<file path="src/rtl/yoda_pkg.sv">
// Shared image geometry, offset widths and the sweeper state type used by
// the mask offset sweeper and its per-axis step logic.
package yoda_pkg;

  localparam int IMG_W = 320;
  localparam int IMG_H = 240;
  localparam int ROW_W = 8;
  localparam int COL_W = 9;

  typedef enum logic [1:0] {
    ST_IDLE   = 2'd0,
    ST_COUNT  = 2'd1,
    ST_UPDATE = 2'd2
  } sweep_state_e;

endpackage

</file>
<file path="src/rtl/mask_offset_sweeper_axis.sv">
// Combinational next offset / direction for one mask axis.
// Bounces between 0 and MAX by default; MASK_SWEEP_WRAP_EN selects wrap-around.
module offset_axis_step #(
  parameter int W    = 9,
  parameter int STEP = 4,
  parameter int MAX  = 256
) (
  input  logic [W-1:0] off,
  input  logic         dir,
  output logic [W-1:0] next_off,
  output logic         next_dir
);

  // One extra bit of headroom so off+STEP never overflows.
  localparam logic [W:0] STEP_X = (W+1)'(STEP);
  localparam logic [W:0] MAX_X  = (W+1)'(MAX);

  logic [W:0] sum_s;
  logic [W:0] diff_s;

`ifdef MASK_SWEEP_WRAP_EN
  logic unused_dir_s;
  assign unused_dir_s = dir;

  // Wrap: overshoot past MAX re-enters from 0.
  always_comb begin
    sum_s    = {1'b0, off} + STEP_X;
    diff_s   = sum_s - MAX_X - (W+1)'(1);
    next_dir = 1'b0;
    if (sum_s > MAX_X) begin
      next_off = diff_s[W-1:0];
    end else begin
      next_off = sum_s[W-1:0];
    end
  end
`else
  // Bounce: clamp at either limit and reverse direction there.
  always_comb begin
    sum_s    = {1'b0, off} + STEP_X;
    diff_s   = {1'b0, off} - STEP_X;
    next_off = off;
    next_dir = dir;
    if (dir == 1'b0) begin
      if (sum_s >= MAX_X) begin
        next_off = MAX_X[W-1:0];
        next_dir = 1'b1;
      end else begin
        next_off = sum_s[W-1:0];
        next_dir = 1'b0;
      end
    end else begin
      if ({1'b0, off} <= STEP_X) begin
        next_off = {W{1'b0}};
        next_dir = 1'b0;
      end else begin
        next_off = diff_s[W-1:0];
        next_dir = 1'b1;
      end
    end
  end
`endif

endmodule

</file>
<file path="src/rtl/mask_offset_sweeper.sv">
// Moves the image mask once every FRAMES_PER_STEP frames, changing offsets only
// at frame boundaries. Build option: MASK_SWEEP_WRAP_EN (wrap instead of bounce).
module mask_offset_sweeper
  import yoda_pkg::*;
#(
  parameter int MASK_W          = 64,
  parameter int MASK_H          = 48,
  parameter int STEP_COL        = 4,
  parameter int STEP_ROW        = 2,
  parameter int FRAMES_PER_STEP = 1,
  parameter int START_COL       = 0,
  parameter int START_ROW       = 0
) (
  input  logic             clk,
  input  logic             rst,
  input  logic             enable,
  input  logic             frame_done,
  input  logic             recenter,
  output logic [ROW_W-1:0] mask_row_offset,
  output logic [COL_W-1:0] mask_col_offset,
  output logic             offset_update,
  output logic             dir_row,
  output logic             dir_col
);

  localparam int MAX_COL = IMG_W - MASK_W;
  localparam int MAX_ROW = IMG_H - MASK_H;
  localparam logic [7:0]       CNT_LAST    = 8'(FRAMES_PER_STEP - 1);
  localparam logic [COL_W-1:0] START_COL_X = COL_W'(START_COL);
  localparam logic [ROW_W-1:0] START_ROW_X = ROW_W'(START_ROW);

  sweep_state_e     state_r, state_s;
  logic [7:0]       cnt_r, cnt_s;
  logic             pending_r, pending_s;
  logic             load_step_s, load_start_s;
  logic [COL_W-1:0] col_r, col_next_s;
  logic [ROW_W-1:0] row_r, row_next_s;
  logic             dir_col_r, dir_col_next_s;
  logic             dir_row_r, dir_row_next_s;
  logic             update_r;

  offset_axis_step #(.W(COL_W), .STEP(STEP_COL), .MAX(MAX_COL)) u_col_step (
    .off      (col_r),
    .dir      (dir_col_r),
    .next_off (col_next_s),
    .next_dir (dir_col_next_s)
  );

  offset_axis_step #(.W(ROW_W), .STEP(STEP_ROW), .MAX(MAX_ROW)) u_row_step (
    .off      (row_r),
    .dir      (dir_row_r),
    .next_off (row_next_s),
    .next_dir (dir_row_next_s)
  );

  // Next-state, frame counter and load selection.
  always_comb begin
    state_s      = state_r;
    cnt_s        = cnt_r;
    load_step_s  = 1'b0;
    load_start_s = 1'b0;
    case (state_r)
      ST_IDLE: begin
        cnt_s        = 8'd0;
        load_start_s = pending_r;
        if (enable) begin
          state_s = ST_COUNT;
        end else begin
          state_s = ST_IDLE;
        end
      end
      ST_COUNT: begin
        if (!enable) begin
          state_s = ST_IDLE;
          cnt_s   = 8'd0;
        end else if (frame_done) begin
          if (cnt_r == CNT_LAST) begin
            state_s = ST_UPDATE;
            cnt_s   = 8'd0;
          end else begin
            cnt_s = cnt_r + 8'd1;
          end
        end else begin
          cnt_s = cnt_r;
        end
      end
      ST_UPDATE: begin
        // A recenter pending or arriving now replaces the step.
        if (pending_r || recenter) begin
          load_start_s = 1'b1;
        end else begin
          load_step_s = 1'b1;
        end
        if (enable) begin
          state_s = ST_COUNT;
        end else begin
          state_s = ST_IDLE;
        end
      end
      default: begin
        state_s = ST_IDLE;
        cnt_s   = 8'd0;
      end
    endcase
  end

  // Recenter request flag: cleared when applied unless a fresh request lands outside UPDATE.
  always_comb begin
    if (load_start_s) begin
      pending_s = recenter && (state_r != ST_UPDATE);
    end else begin
      pending_s = pending_r | recenter;
    end
  end

  // State, counter, flag and registered offset outputs.
  always_ff @(posedge clk) begin
    if (rst) begin
      state_r   <= ST_IDLE;
      cnt_r     <= 8'd0;
      pending_r <= 1'b0;
      col_r     <= START_COL_X;
      row_r     <= START_ROW_X;
      dir_col_r <= 1'b0;
      dir_row_r <= 1'b0;
      update_r  <= 1'b0;
    end else begin
      state_r   <= state_s;
      cnt_r     <= cnt_s;
      pending_r <= pending_s;
      update_r  <= load_start_s | load_step_s;
      if (load_start_s) begin
        col_r     <= START_COL_X;
        row_r     <= START_ROW_X;
        dir_col_r <= 1'b0;
        dir_row_r <= 1'b0;
      end else if (load_step_s) begin
        col_r     <= col_next_s;
        row_r     <= row_next_s;
        dir_col_r <= dir_col_next_s;
        dir_row_r <= dir_row_next_s;
      end else begin
        col_r     <= col_r;
        row_r     <= row_r;
        dir_col_r <= dir_col_r;
        dir_row_r <= dir_row_r;
      end
    end
  end

  assign mask_col_offset = col_r;
  assign mask_row_offset = row_r;
  assign dir_col         = dir_col_r;
  assign dir_row         = dir_row_r;
  assign offset_update   = update_r;

endmodule
</file>
<file path="config.mk">
export PLATFORM = sky130hd
export DESIGN_NAME = mask_offset_sweeper
export DESIGN_NICKNAME = d
export VERILOG_FILES = /design/src/rtl/yoda_pkg.sv /design/src/rtl/mask_offset_sweeper_axis.sv /design/src/rtl/mask_offset_sweeper.sv
export SDC_FILE = /design/constraint.sdc
export NUM_CORES = 1
export LEC_CHECK = 0
export CAP_MARGIN = 10
export CORE_UTILIZATION = 52
export CTS_BUF_LIST = sky130_fd_sc_hd__clkbuf_2 sky130_fd_sc_hd__clkbuf_4 sky130_fd_sc_hd__clkbuf_8
export CTS_CLUSTER_DIAMETER = 50
export DETAILED_ROUTE_END_ITERATION = 6
export PLACE_DENSITY = 0.79
export SLEW_MARGIN = 10
export SYNTH_ARGS = -nofsm -noshare
export SYNTH_HDL_FRONTEND = slang
export SYNTH_SLANG_ARGS = --single-unit
</file>
<file path="constraint.sdc">
create_clock -name clk -period 1.8 [get_ports clk]
set_clock_uncertainty 0.1 [all_clocks]
set_input_delay 0.36 -clock clk [delete_from_list [all_inputs] [get_ports clk]]
set_output_delay 0.36 -clock clk [all_outputs]
set_load 0.02 [all_outputs]
</file>
# Word-level counts from Yosys, hierarchy flattened
# Cells that the tools add are included.
dict set report word_totals {
  register_bits 31
  out_inout_bits 20
  wordCells 59
}
dict set report op_classes {
  n_addsub 5
  magnitude_cmp 4
  n_eq_ne 5
  n_mux 26
  bitwise_logic 3
  reduce_logical 8
}
# op n
set ops {}
lappend ops {{8-bit two-way mux} 6}
lappend ops {{9-bit two-way mux} 3}
lappend ops {{8-bit case mux with 2 select lines} 1}
lappend ops {{1-bit two-way mux} 11}
lappend ops {{9-bit by 3-bit adder with 10-bit output (second input constant)} 1}
lappend ops {{10-bit by 9-bit greater-or-equal comparator with 1-bit output (second input constant)} 1}
lappend ops {{8-bit by 2-bit adder with 9-bit output (second input constant)} 1}
lappend ops {{9-bit by 8-bit greater-or-equal comparator with 1-bit output (second input constant)} 1}
lappend ops {{9-bit by 3-bit less-or-equal comparator with 1-bit output (second input constant)} 1}
lappend ops {{9-bit by 3-bit subtractor with 9-bit output (second input constant)} 1}
lappend ops {{8-bit by 1-bit adder with 8-bit output (second input constant)} 1}
lappend ops {{8-bit by 2-bit less-or-equal comparator with 1-bit output (second input constant)} 1}
lappend ops {{8-bit logical NOT} 1}
lappend ops {{8-bit by 2-bit subtractor with 8-bit output (second input constant)} 1}
lappend ops {{2-bit two-way mux} 3}
lappend ops {{3-bit != test (second input constant)} 2}
lappend ops {{2-bit case mux with 2 select lines} 1}
lappend ops {{2-bit AND reduction} 2}
lappend ops {{2-bit OR reduction} 2}
lappend ops {{2-bit by 1-bit equality test with 1-bit output (second input constant)} 1}
lappend ops {{2-bit equality test (second input constant)} 1}
lappend ops {{2-bit logical NOT} 1}
lappend ops {{2-bit != test (second input constant)} 1}
lappend ops {{1-bit OR} 2}
lappend ops {{other kinds (4)} 4}

# Logic depth before layout (Yosys ltp)
# Gate-level depths: netlist of run 1.
dict set report logic_depth {
  word_depth 5
  mapped_depth 7
  ltp_nobuf 7
}

# Hierarchy
# A second synthesis of run 1 with hierarchy kept.
dict set report unflattened {
  hier_cells 280
  hier_area_um2 2190.9
}
# module n_inst cells_each area_each_um2 seq_area_each_um2
set by_module_without_submodules {}
lappend by_module_without_submodules {mask_offset_sweeper 1 149 1292.5 620.6}
lappend by_module_without_submodules {{offset_axis_step at u_row_step} 1 70 486.7 0.0}
lappend by_module_without_submodules {{offset_axis_step at u_col_step} 1 61 411.6 0.0}

# Worst setup path before layout of run 1
# No wires, ideal clock.
dict set report synth_timing {
  path_type {register -> register}
  start {register row_r[1], in the netlist mask_row_offset[1]}
  end {register row_r[2], in the netlist mask_row_offset[2]}
  setup_ns 0.059
  arrival_ns 1.869
  t_required_ns 1.641
  setup_slack_ns -0.228
  stages_incl_launch_ff 6
  n_path_buf 0
  period_less_slack_ns 2.028
  cell_sequence {dfxtp_1 > ha_1 > nand4_1 > a311oi_1 > and3_1 > o221a_2}
}
dict set report synth_via {
  elab_chain_cells 4
  elab_cells_between_ends 7
  cone_classes {add/sub: 2; order compare: 2; mux: 3}
}
# item line
set synth_lines {}
lappend synth_lines {{start, declared} mask_offset_sweeper.sv:37} ;# logic [ROW_W-1:0] row_r, row_next_s;
lappend synth_lines {{start signal, assigned} mask_offset_sweeper.sv:139} ;# row_r <= row_next_s;
lappend synth_lines {{start signal, assigned} mask_offset_sweeper.sv:144} ;# row_r <= row_r;
lappend synth_lines {{8-bit by 2-bit adder with 9-bit output} mask_offset_sweeper_axis.sv:39} ;# sum_s = {1'b0, off} + STEP_X;
lappend synth_lines {{9-bit by 8-bit greater-or-equal comparator with 1-bit output} mask_offset_sweeper_axis.sv:44} ;# if (sum_s >= MAX_X) begin
lappend synth_lines {{8-bit two-way mux} mask_offset_sweeper_axis.sv:44}
lappend synth_lines {{8-bit two-way mux (*)} mask_offset_sweeper_axis.sv:43} ;# if (dir == 1'b0) begin
# Every way passes the cells marked *; elsewhere a longest branch is shown, timed or not.
# A chain may end at the register's enable or synchronous reset.

# Worst setup path after layout of run 1
dict set report layout_timing {
  start {input recenter}
  end {register col_r[5], in the netlist mask_col_offset[5]}
}
dict set report layout_via {
  elab_chain_cells 4
  elab_cells_between_ends 6
  cone_classes {mux: 4; reduce/logical: 2}
}
# item line
set layout_lines {}
lappend layout_lines {{start, declared} mask_offset_sweeper.sv:18} ;# input logic recenter,
lappend layout_lines {{1-bit logical OR (*)} mask_offset_sweeper.sv:89} ;# if (pending_r || recenter) begin
lappend layout_lines {{1-bit two-way mux} mask_offset_sweeper.sv:89}
lappend layout_lines {{1-bit case mux with 2 select lines} mask_offset_sweeper.sv:62} ;# case (state_r)
lappend layout_lines {{2-bit OR reduction (no source line)} --}
lappend layout_lines {{end signal, assigned} mask_offset_sweeper.sv:138} ;# col_r <= col_next_s;
lappend layout_lines {{end signal, assigned} mask_offset_sweeper.sv:143} ;# col_r <= col_r;
lappend layout_lines {{end, declared} mask_offset_sweeper.sv:36} ;# logic [COL_W-1:0] col_r, col_next_s;
# Marks and branches as above.

==> results.tsv, run 1 <==
metric	value	unit
pin count of the biggest net entering global routing	17	
Leak	1.11	nW
largest family of logic cells by synthesized area	simple AND/OR/NAND/NOR gates	
crit-path max FO	6	
slowest CP cell	or4b_4	
Logic pwr share	8.7	%
final wirelength	5240	µm
Final Max Slew Viols	0	
Avg Inst Size Synth	7.78	µm²
Critical Path Start Type	input port	
# port buffers	21	
Vias	2113	
Hold Fails Final Rpt	0	
yosys warns	0	
minimum clock period	1.77	ns
xor and xnor fraction of the mapped netlist area	5.47	%
num rows	21	
hold crit path type	flop to flop	
Final nets	329	
clock buffer count from CTS	3	
ys async rst share	0	%
share of power burned in registers	49.7	%
die area	0.00394	mm²
status	finished clean	
H-tree depth	1	
clock-pin transition on the worst setup and hold timing paths	0.11	ns
mux share of post-synthesis cell area	1.63	%
DRT iter0 DRCs	239	
fraction of layout cells with a size suffix above 1	30.2	%
final core utilization	79.1	%
CP max stage delay	0.55	ns
Layout fillers	253	
Post-synth EDFFs	0	
Final period util	98.3	%
Ports	25	
CTS max path bufs	2	
share of the yosys chip area belonging to registers	29.2	%
Setup-failing EPs final	0	
RD Place Congestion	0.909	
endpoint class of the critical path	flop	
DR WL/cell	14.5	µm
ant diodes	0	
worst path arrival time	1.90	ns
sw power	288	µW
CTS tree	done	
simple-gate share of the synthesized area	31.1	%
CTS sink cnt	28	
Post-Synth Adder-Cell Area	5.21	%
clock share of power	41.5	%
post-route ant nets	0	
DRC violations left	0	
max cap viols	0	
Layout area overhead	41.6	%
Int Power	975	µW
Primary FF master, synth	dfxtp_1	
floorplan die width	62.8	µm
most common cell after layout, fill and taps aside	buf_4	
DR pass1 iterations	4	
hold_buf cts	0	
Cell Chain, Critical Path	dlygate4sd2_1 -> or4b_4 -> buf_6 -> nor3_4 -> a21oi_2 -> o311a_1 -> nor2_1	
GRT Residual Overflow	0	
number of library cell types mapped by synthesis	56	
routed vias/inst	5.85	
DP Wirelength	3670	µm
commonest non-fill, non-tap cells in the layout	buf_4 (54), nor2_1 (25), dfxtp_1 (21)	
CP Data Required Time	1.93	ns
Root Driver	clkbuf_8	
worst slack, placed	-0.474	ns
initial antenna violation count	0	
Setup WS post-layout	0.0314	ns
vias in the first global route	1968	
Initial Util	55.8	%
RSZ-0062 raised after global routing	yes	
Pwr per Cell Area	464	mW/mm²
core box area	0.00344	mm²
FMAX	565	MHz
Skew-Pair Late Insertion Delay	0.29	ns
critical path class	input port to flop	
cell area after synthesis	0.00192	mm²
first-pass GRT wire length	8890	µm
worst vdd ir	0.414	mV
sw frac	22.8	%
GRT Overall Usage	27.8	%
Synth Register Bits	28	
Die H	62.8	µm
Synth Area in Compound Gates	21.4	%
Cells after Synth	247	
## stage by stage
step / total power [mW] / cells / hold slack (ns) / setup TNS, ns / cell area, µm²
after floorplan: 0.696 / 249 / 0.329 / -0.000147 / 1940
after global placement: 0.745 / 355 / 0.395 / -5.66 / 2540
after detailed placement: 0.747 / 355 / 0.416 / -6.54 / 2540
after CTS: 1.26 / 361 / 0.458 / 0 / 2640
after global routing: 1.29 / 361 / 0.458 / -0.0422 / 2720
final: 1.26 / 361 / 0.421 / 0 / 2720
## final timing paths
kind / slack [ns] / start / cells after the start / to
setup / recovery: 0.03 / recenter / 7 / mask_col_offset[5]$_SDFFE_PP0P_
hold / removal: 0.42 / mask_col_offset[6]$_SDFFE_PP0P_ / 2 / mask_col_offset[6]$_SDFFE_PP0P_
setup reg to reg: 0.04 / state_r[0]$_SDFFE_PP0P_ / 6 / mask_col_offset[5]$_SDFFE_PP0P_
hold reg to reg: 0.42 / mask_col_offset[6]$_SDFFE_PP0P_ / 2 / mask_col_offset[6]$_SDFFE_PP0P_
## logic make-up (layout without fill, tap and decap cells)
logic type	Yosys count	after routing
XOR/XNOR	12	12
AO/OA/AOI/OAI	59	59
flip-flops	28	28
AND/OR/NAND/NOR	111	111
buffers and inverters	25	91
multiplexers	3	3
other	1	3
adder cells (fa/ha/maj)	8	8
## cell type report
class	instances	area, µm²	share of cell area, %
Clock inverter	1	30.0	1.10
Clock buffer	3	41.3	1.52
Tap cell	46	57.6	2.11
Multi-Input combinational cell	196	1370	50.3
Sequential cell	28	569	20.9
Timing Repair Buffer	77	617	22.7
Inverter	10	37.5	1.38
## flip-flops by register name, indices dropped and copies added (netlist names)
name and cells:
mask_row_offset 7, mask_col_offset 7, cnt_r 8, state_r 2, offset_update 1, pending_r 1
dir_col 1, dir_row 1
## synth_stat cells, types with 2 or more instances
master	count	area (µm²)
o221a_2	2	22.5
o32ai_1	2	17.5
nor3b_1	2	15.0
or4b_1	2	20.0
nand2_1	21	78.8
buf_2	6	30.0
xor2_1	6	52.6
ha_1	8	100
a21boi_0	2	15.0
nor4_1	5	31.3
clkbuf_1	6	22.5
and4_1	2	17.5
o31ai_1	2	15.0
a2bb2oi_1	2	17.5
mux2i_1	2	20.0
xnor2_1	6	52.6
dfxtp_1	28	561
nor2b_1	3	18.8
nor3_1	12	60.1
inv_1	10	37.5
and3_1	3	18.8
a21oi_1	14	70.1
nand2b_1	3	18.8
o21bai_1	2	15.0
nand3_1	14	70.1
o21ai_0	10	50.1
a31oi_1	6	37.5
buf_4	3	22.5
nand3b_1	3	22.5
and2_1	3	18.8
o21a_1	2	15.0
nor2_1	26	97.6
nand4_1	6	37.5
## power by group through the flow
stage / Sequential [mW] / Clock (mW) / Combinational, mW
2_1_floorplan: 0.647 / 0 / 0.0484
3_3_place_gp: 0.641 / 0 / 0.104
3_5_place_dp: 0.641 / 0 / 0.106
4_1_cts: 0.628 / 0.527 / 0.107
5_1_grt: 0.628 / 0.537 / 0.120
6_report: 0.628 / 0.524 / 0.110
## worst max-delay path, delay by kind of cell
family	cells	cell delay [ns]
AND/OR/NAND/NOR	3	0.80
buffers and inverters	2	0.40
AO/OA/AOI/OAI	2	0.33
## metal layers
| metal | vias to the layer above | wire length [µm] | GRT usage (%) | part of all wire [%] |
|---|---|---|---|---|
| met5 | - | 0 | 0 | 0 |
| met4 | 0 | 61 | 8.14 | 1.2 |
| met1 | 984 | 2400 | 36.9 | 46 |
| met2 | 83 | 2480 | 45.5 | 47 |
| met3 | 9 | 303 | 5.11 | 5.8 |
| li1 | 1037 | - | - | - |
## what timing repair did
item                                    in CTS  in global routing
pin swaps                                    4                  2
endpoints found under the setup margin      28                 22
buffers inserted                             1                  0
endpoints found under the hold margin        0                  0
gates resized for setup                     21                 25
cloned                                       1                  0
Note: power is estimated with default switching activity, not from simulation.
==> run 2, diff against run 1 <==
--- a/config.mk
+++ b/config.mk
@@ -15,3 +15,4 @@
 export SYNTH_ARGS = -nofsm -noshare
 export SYNTH_HDL_FRONTEND = slang
 export SYNTH_SLANG_ARGS = --single-unit
+export TNS_END_PERCENT = 20
==> results.tsv, run 2 (synthesized netlist as in run 1, its figures left out) <==
metric	value	unit
status	finished, violations left	
failing checks	setup timing	
Vias	2190	
Setup WS post-layout	-0.157	ns
# port buffers	21	
Critical Path Start Type	flop	
crit-path leading delay family	compound AO/OA/AOI/OAI gates	
Final period util	109	%
clock share of power	40.6	%
Setup-failing EPs final	4	
CTS sink cnt	28	
critical path class	flop to flop	
max cap viols	0	
sw power	279	µW
fraction of layout cells with a size suffix above 1	30.5	%
Cell Chain, Critical Path	buf_4 -> inv_1 -> ha_1 -> o21bai_1 -> nand3b_1 -> nand2_2 -> a2bb2oi_1 -> o31ai_1	
fin cells	361	
dpl cell area	0.00252	mm²
Initial Util	55.8	%
initial antenna violation count	0	
Hold Fails Final Rpt	0	
DP Wirelength	3680	µm
crit-path max FO	7	
Post-Place Cells	352	
num rows	21	
Layout area overhead	44.4	%
post-route ant nets	0	
final core utilization	80.6	%
clock buffer count from CTS	3	
commonest non-fill, non-tap cells in the layout	buf_4 (53), nor2_1 (26), dfxtp_1 (21)	
RSZ-0062 raised after global routing	yes	
ant diodes	0	
WP depth	8	
GRT Residual Overflow	0	
H-tree depth	1	
CTS tree	done	
max reg flops	8	
design area	0.00278	mm²
sw frac	22.2	%
DRT iter0 DRCs	210	
slowest CP cell	dfxtp_2	
GRT Overall Usage	27.2	%
r2r setup slk	-0.16	ns
pin count of the biggest net entering global routing	17	
routed vias/inst	6.07	
Leak	1.14	nW
Layout fillers	212	
RD Place Congestion	0.873	
Int Power	976	µW
hold crit path type	input port to flop	
worst vdd ir	0.629	mV
RR Startpoint	mask_row_offset[2]$_SDFFE_PP0P_	
vias in the first global route	1939	
CP Data Required Time	1.87	ns
floorplan die width	62.8	µm
clock-pin transition on the worst setup and hold timing paths	0.10	ns
FMAX	511	MHz
Worst R2R End	mask_row_offset[3]$_SDFFE_PP0P_	
Reg with most FFs	cnt_r	
first-pass GRT wire length	8600	µm
Root Driver	clkbuf_8	
CTS max path bufs	2	
Buf/Inv on CP	2	
worst path arrival time	2.02	ns
share of power burned in registers	49.9	%
Die H	62.8	µm
CP max stage delay	0.36	ns
DR pass1 iterations	6	
DR WL/cell	16.1	µm
Pwr per Cell Area	452	mW/mm²
Final Max Slew Viols	0	
minimum clock period	1.96	ns
Final nets	329	
hold_buf cts	0	
Setup crit start	mask_row_offset[2]$_SDFFE_PP0P_	
Logic pwr share	9.5	%
Ports	25	
most common cell after layout, fill and taps aside	buf_4	
cell depth of the worst hold path	4	
final wirelength	5820	µm
die area	0.00394	mm²
Skew-Pair Late Insertion Delay	0.28	ns
crit path capture	mask_row_offset[3]$_SDFFE_PP0P_	
DRC violations left	0	
core box area	0.00344	mm²
reg2reg path depth	8	
endpoint class of the critical path	flop	
==> run 2: cell types whose count changed in the layout (fill, tap and decap cells not counted), sizes merged <==
cell           change
clkdlybuf4s50      +3
dlygate4sd2        -6
dlymetal6s2s       +3
==> run 2: timing repair <==
item                                    CTS  global route
pin swaps                                 1             7
endpoints found under the setup margin   25            28
buffers inserted                          0             5
gates resized for setup                  15            35
==> run 2: worst min-delay path by stage <==
stage	start	endpoint	slack, ns
global placement	cnt_r[7]$_SDFFE_PP0P_	cnt_r[7]$_SDFFE_PP0P_	0.40
floorplan	rst	pending_r$_SDFF_PP0_	0.33
CTS	cnt_r[7]$_SDFFE_PP0P_	cnt_r[7]$_SDFFE_PP0P_	0.46
finish	recenter	pending_r$_SDFF_PP0_	0.43
global route	recenter	pending_r$_SDFF_PP0_	0.45
detailed placement	cnt_r[7]$_SDFFE_PP0P_	cnt_r[7]$_SDFFE_PP0P_	0.41
==> run 2: layout make-up <==
class	instances	area [µm²]	share of cell area (%)
Inverter	10	37.5	1.35
Tap cell	46	57.6	2.07
Multi-Input combinational cell	196	1380	49.9
Clock buffer	3	41.3	1.49
Clock inverter	1	30.0	1.08
Timing Repair Buffer	77	653	23.5
Sequential cell	28	572	20.6
==> run 2: per-stage QoR <==
stage               setup slack (ns)  total power [mW]  TNS (ns)  hold slack [ns]
floorplan                    -0.0936             0.696    -0.180            0.329
detailed placement            -0.472             0.750     -7.14            0.409
global route                  -0.238              1.30    -0.799            0.454
global placement              -0.431             0.747     -5.75            0.395
finish                        -0.157              1.26    -0.237            0.428
CTS                           -0.136              1.25    -0.633            0.458
==> run 2: power by group through the flow <==
| stage | sequential (mW) | clock (mW) | combinational (mW) |
|---|---|---|---|
| floorplan | 0.647 | 0 | 0.0484 |
| global placement | 0.641 | 0 | 0.106 |
| detailed placement | 0.642 | 0 | 0.108 |
| CTS | 0.628 | 0.514 | 0.110 |
| global route | 0.627 | 0.541 | 0.128 |
| finish | 0.626 | 0.510 | 0.119 |
==> run 2: layer usage <==
metal | global-route usage, % | wire length [µm] | vias to the layer above | share of wire (%)
met2 | 46.7 | 2810 | 108 | 48
li1 | - | - | 1033 | -
met5 | 0 | 0 | - | 0
met1 | 34.0 | 2500 | 1029 | 43
met4 | 8.72 | 167 | 0 | 2.9
met3 | 5.11 | 342 | 20 | 5.9
==> run 2: worst min-delay path, stage by stage <==
cell,delay (ns)
dlymetal6s2s_1,0.13
buf_4,0.15
nand2b_1,0.06
a21oi_1,0.06
==> run 3, diff against run 2 <==
--- a/config.mk
+++ b/config.mk
@@ -6,12 +6,12 @@
 export NUM_CORES = 1
 export LEC_CHECK = 0
 export CAP_MARGIN = 10
-export CORE_UTILIZATION = 52
+export CORE_UTILIZATION = 45
 export CTS_BUF_LIST = sky130_fd_sc_hd__clkbuf_2 sky130_fd_sc_hd__clkbuf_4 sky130_fd_sc_hd__clkbuf_8
 export CTS_CLUSTER_DIAMETER = 50
 export DETAILED_ROUTE_END_ITERATION = 6
-export PLACE_DENSITY = 0.79
-export SLEW_MARGIN = 10
+export PLACE_DENSITY = 0.7
+export SLEW_MARGIN = 5
 export SYNTH_ARGS = -nofsm -noshare
 export SYNTH_HDL_FRONTEND = slang
 export SYNTH_SLANG_ARGS = --single-unit
==> results.tsv, run 3 (synthesized netlist as in run 1, its figures left out) <==
metric	value	unit
status	finished, violations left	
failing checks	setup timing	
max reg flops	8	
GRT Overall Usage	24.3	%
design area	0.00274	mm²
DR WL/cell	13.8	µm
Reg with most FFs	cnt_r	
# port buffers	21	
Hold Fails Final Rpt	0	
cell depth of the worst hold path	2	
routed vias/inst	5.66	
fraction of layout cells with a size suffix above 1	27.9	%
reg2reg path depth	8	
Ports	25	
clock-pin transition on the worst setup and hold timing paths	0.10	ns
H-tree depth	1	
CTS max path bufs	2	
worst slack, placed	-0.520	ns
Final period util	101	%
crit-path leading delay family	simple AND/OR/NAND/NOR gates	
core box area	0.00406	mm²
ant diodes	0	
slowest CP cell	or4b_4	
Pwr per Cell Area	396	mW/mm²
vias in the first global route	1955	
Setup WS post-layout	-0.0108	ns
Vias	2066	
Buf/Inv on CP	3	
max cap viols	0	
hold_buf cts	0	
Die H	67.4	µm
initial antenna violation count	0	
DRC violations left	0	
Cell Chain, Critical Path	or4b_4 -> buf_12 -> buf_16 -> buf_6 -> nand2_2 -> nor2_1 -> a31oi_1 -> o31ai_1	
r2r setup slk	-0.01	ns
first-pass GRT wire length	8590	µm
dpl cell area	0.00254	mm²
RSZ-0062 raised after global routing	yes	
RR Startpoint	pending_r$_SDFF_PP0_	
Layout fillers	331	
clock buffer count from CTS	3	
num rows	23	
Critical Path Start Type	flop	
endpoint class of the critical path	flop	
pin count of the biggest net entering global routing	15	
post-route ant nets	0	
critical path class	flop to flop	
Initial Util	47.4	%
CTS sink cnt	28	
Layout area overhead	42.7	%
crit path capture	mask_row_offset[3]$_SDFFE_PP0P_	
final wirelength	5020	µm
FMAX	552	MHz
most common cell after layout, fill and taps aside	buf_4	
GRT Residual Overflow	0	
Final Max Slew Viols	0	
DRT iter0 DRCs	298	
WP depth	8	
CP max stage delay	0.55	ns
Root Driver	clkbuf_8	
die area	0.00454	mm²
Skew-Pair Late Insertion Delay	0.27	ns
CTS tree	done	
overall power	1.08	mW
worst vdd ir	0.279	mV
Final nets	330	
hold crit path type	flop to flop	
Worst R2R End	mask_row_offset[3]$_SDFFE_PP0P_	
CP Data Required Time	1.86	ns
Setup-failing EPs final	2	
DP Wirelength	3610	µm
Setup crit start	pending_r$_SDFF_PP0_	
Fin Setup TNS	-0.0113	ns
minimum clock period	1.81	ns
Leak	1.11	nW
crit-path max FO	5	
RD Place Congestion	0.923	
commonest non-fill, non-tap cells in the layout	buf_4 (51), nor2_1 (25), dfxtp_1 (24)	
worst path arrival time	1.87	ns
floorplan die width	67.4	µm
DR pass1 iterations	4	
run 3: layout make-up:
| class | instances | area (µm²) | area share [%] |
|---|---|---|---|
| clock buffers | 3 | 41.3 | 1.51 |
| inverters | 10 | 37.5 | 1.37 |
| multi-input cells | 196 | 1350 | 49.1 |
| flip-flops and latches | 28 | 568 | 20.7 |
| well taps | 50 | 62.6 | 2.28 |
| repair buffers | 78 | 686 | 25.0 |
run 3: where the power goes:
group          switching, mW  internal, mW
Sequential           0.00287         0.623
Combinational         0.0579        0.0523
Clock                  0.198         0.150
Total                  0.259         0.826
run 3: worst min-delay path by stage:
stage	startpoint	to	slack, ns
global placement	cnt_r[7]$_SDFFE_PP0P_	cnt_r[7]$_SDFFE_PP0P_	0.40
CTS	cnt_r[5]$_SDFFE_PP0P_	cnt_r[5]$_SDFFE_PP0P_	0.45
global route	cnt_r[7]$_SDFFE_PP0P_	cnt_r[7]$_SDFFE_PP0P_	0.50
finish	cnt_r[5]$_SDFFE_PP0P_	cnt_r[5]$_SDFFE_PP0P_	0.46
floorplan	rst	pending_r$_SDFF_PP0_	0.33
detailed placement	cnt_r[5]$_SDFFE_PP0P_	cnt_r[5]$_SDFFE_PP0P_	0.42
run 3: what timing repair did:
| item | CTS | global route |
|---|---|---|
| cloned | 1 | 0 |
| setup endpoints to repair | 30 | 27 |
| buffers inserted | 2 | 2 |
| pin swaps | 2 | 7 |
| gates resized for setup | 17 | 29 |
run 3: tightest hold or removal path: stages, from the launching register on:
cell     delay (ns)
dfxtp_1        0.38
xor2_1         0.08
nor2_1         0.07
run 3: layer usage:
| metal | wire (µm) | part of all wire, % | track usage (%) | up-vias |
|---|---|---|---|---|
| met1 | 2370 | 47 | 33.8 | 961 |
| met4 | 33 | 0.66 | 5.05 | 0 |
| met5 | 0 | 0 | 0 | - |
| li1 | - | - | - | 1039 |
| met2 | 2360 | 47 | 40.1 | 62 |
| met3 | 262 | 5.2 | 2.53 | 4 |
run 3: metrics by stage:
step	cells	hold WS [ns]	util, %
6_report	365	0.459	67.6
3_3_place_gp	357	0.404	62.5
3_5_place_dp	357	0.418	62.5
4_1_cts	363	0.449	64.8
2_1_floorplan	249	0.329	-
5_1_grt	365	0.502	67.6
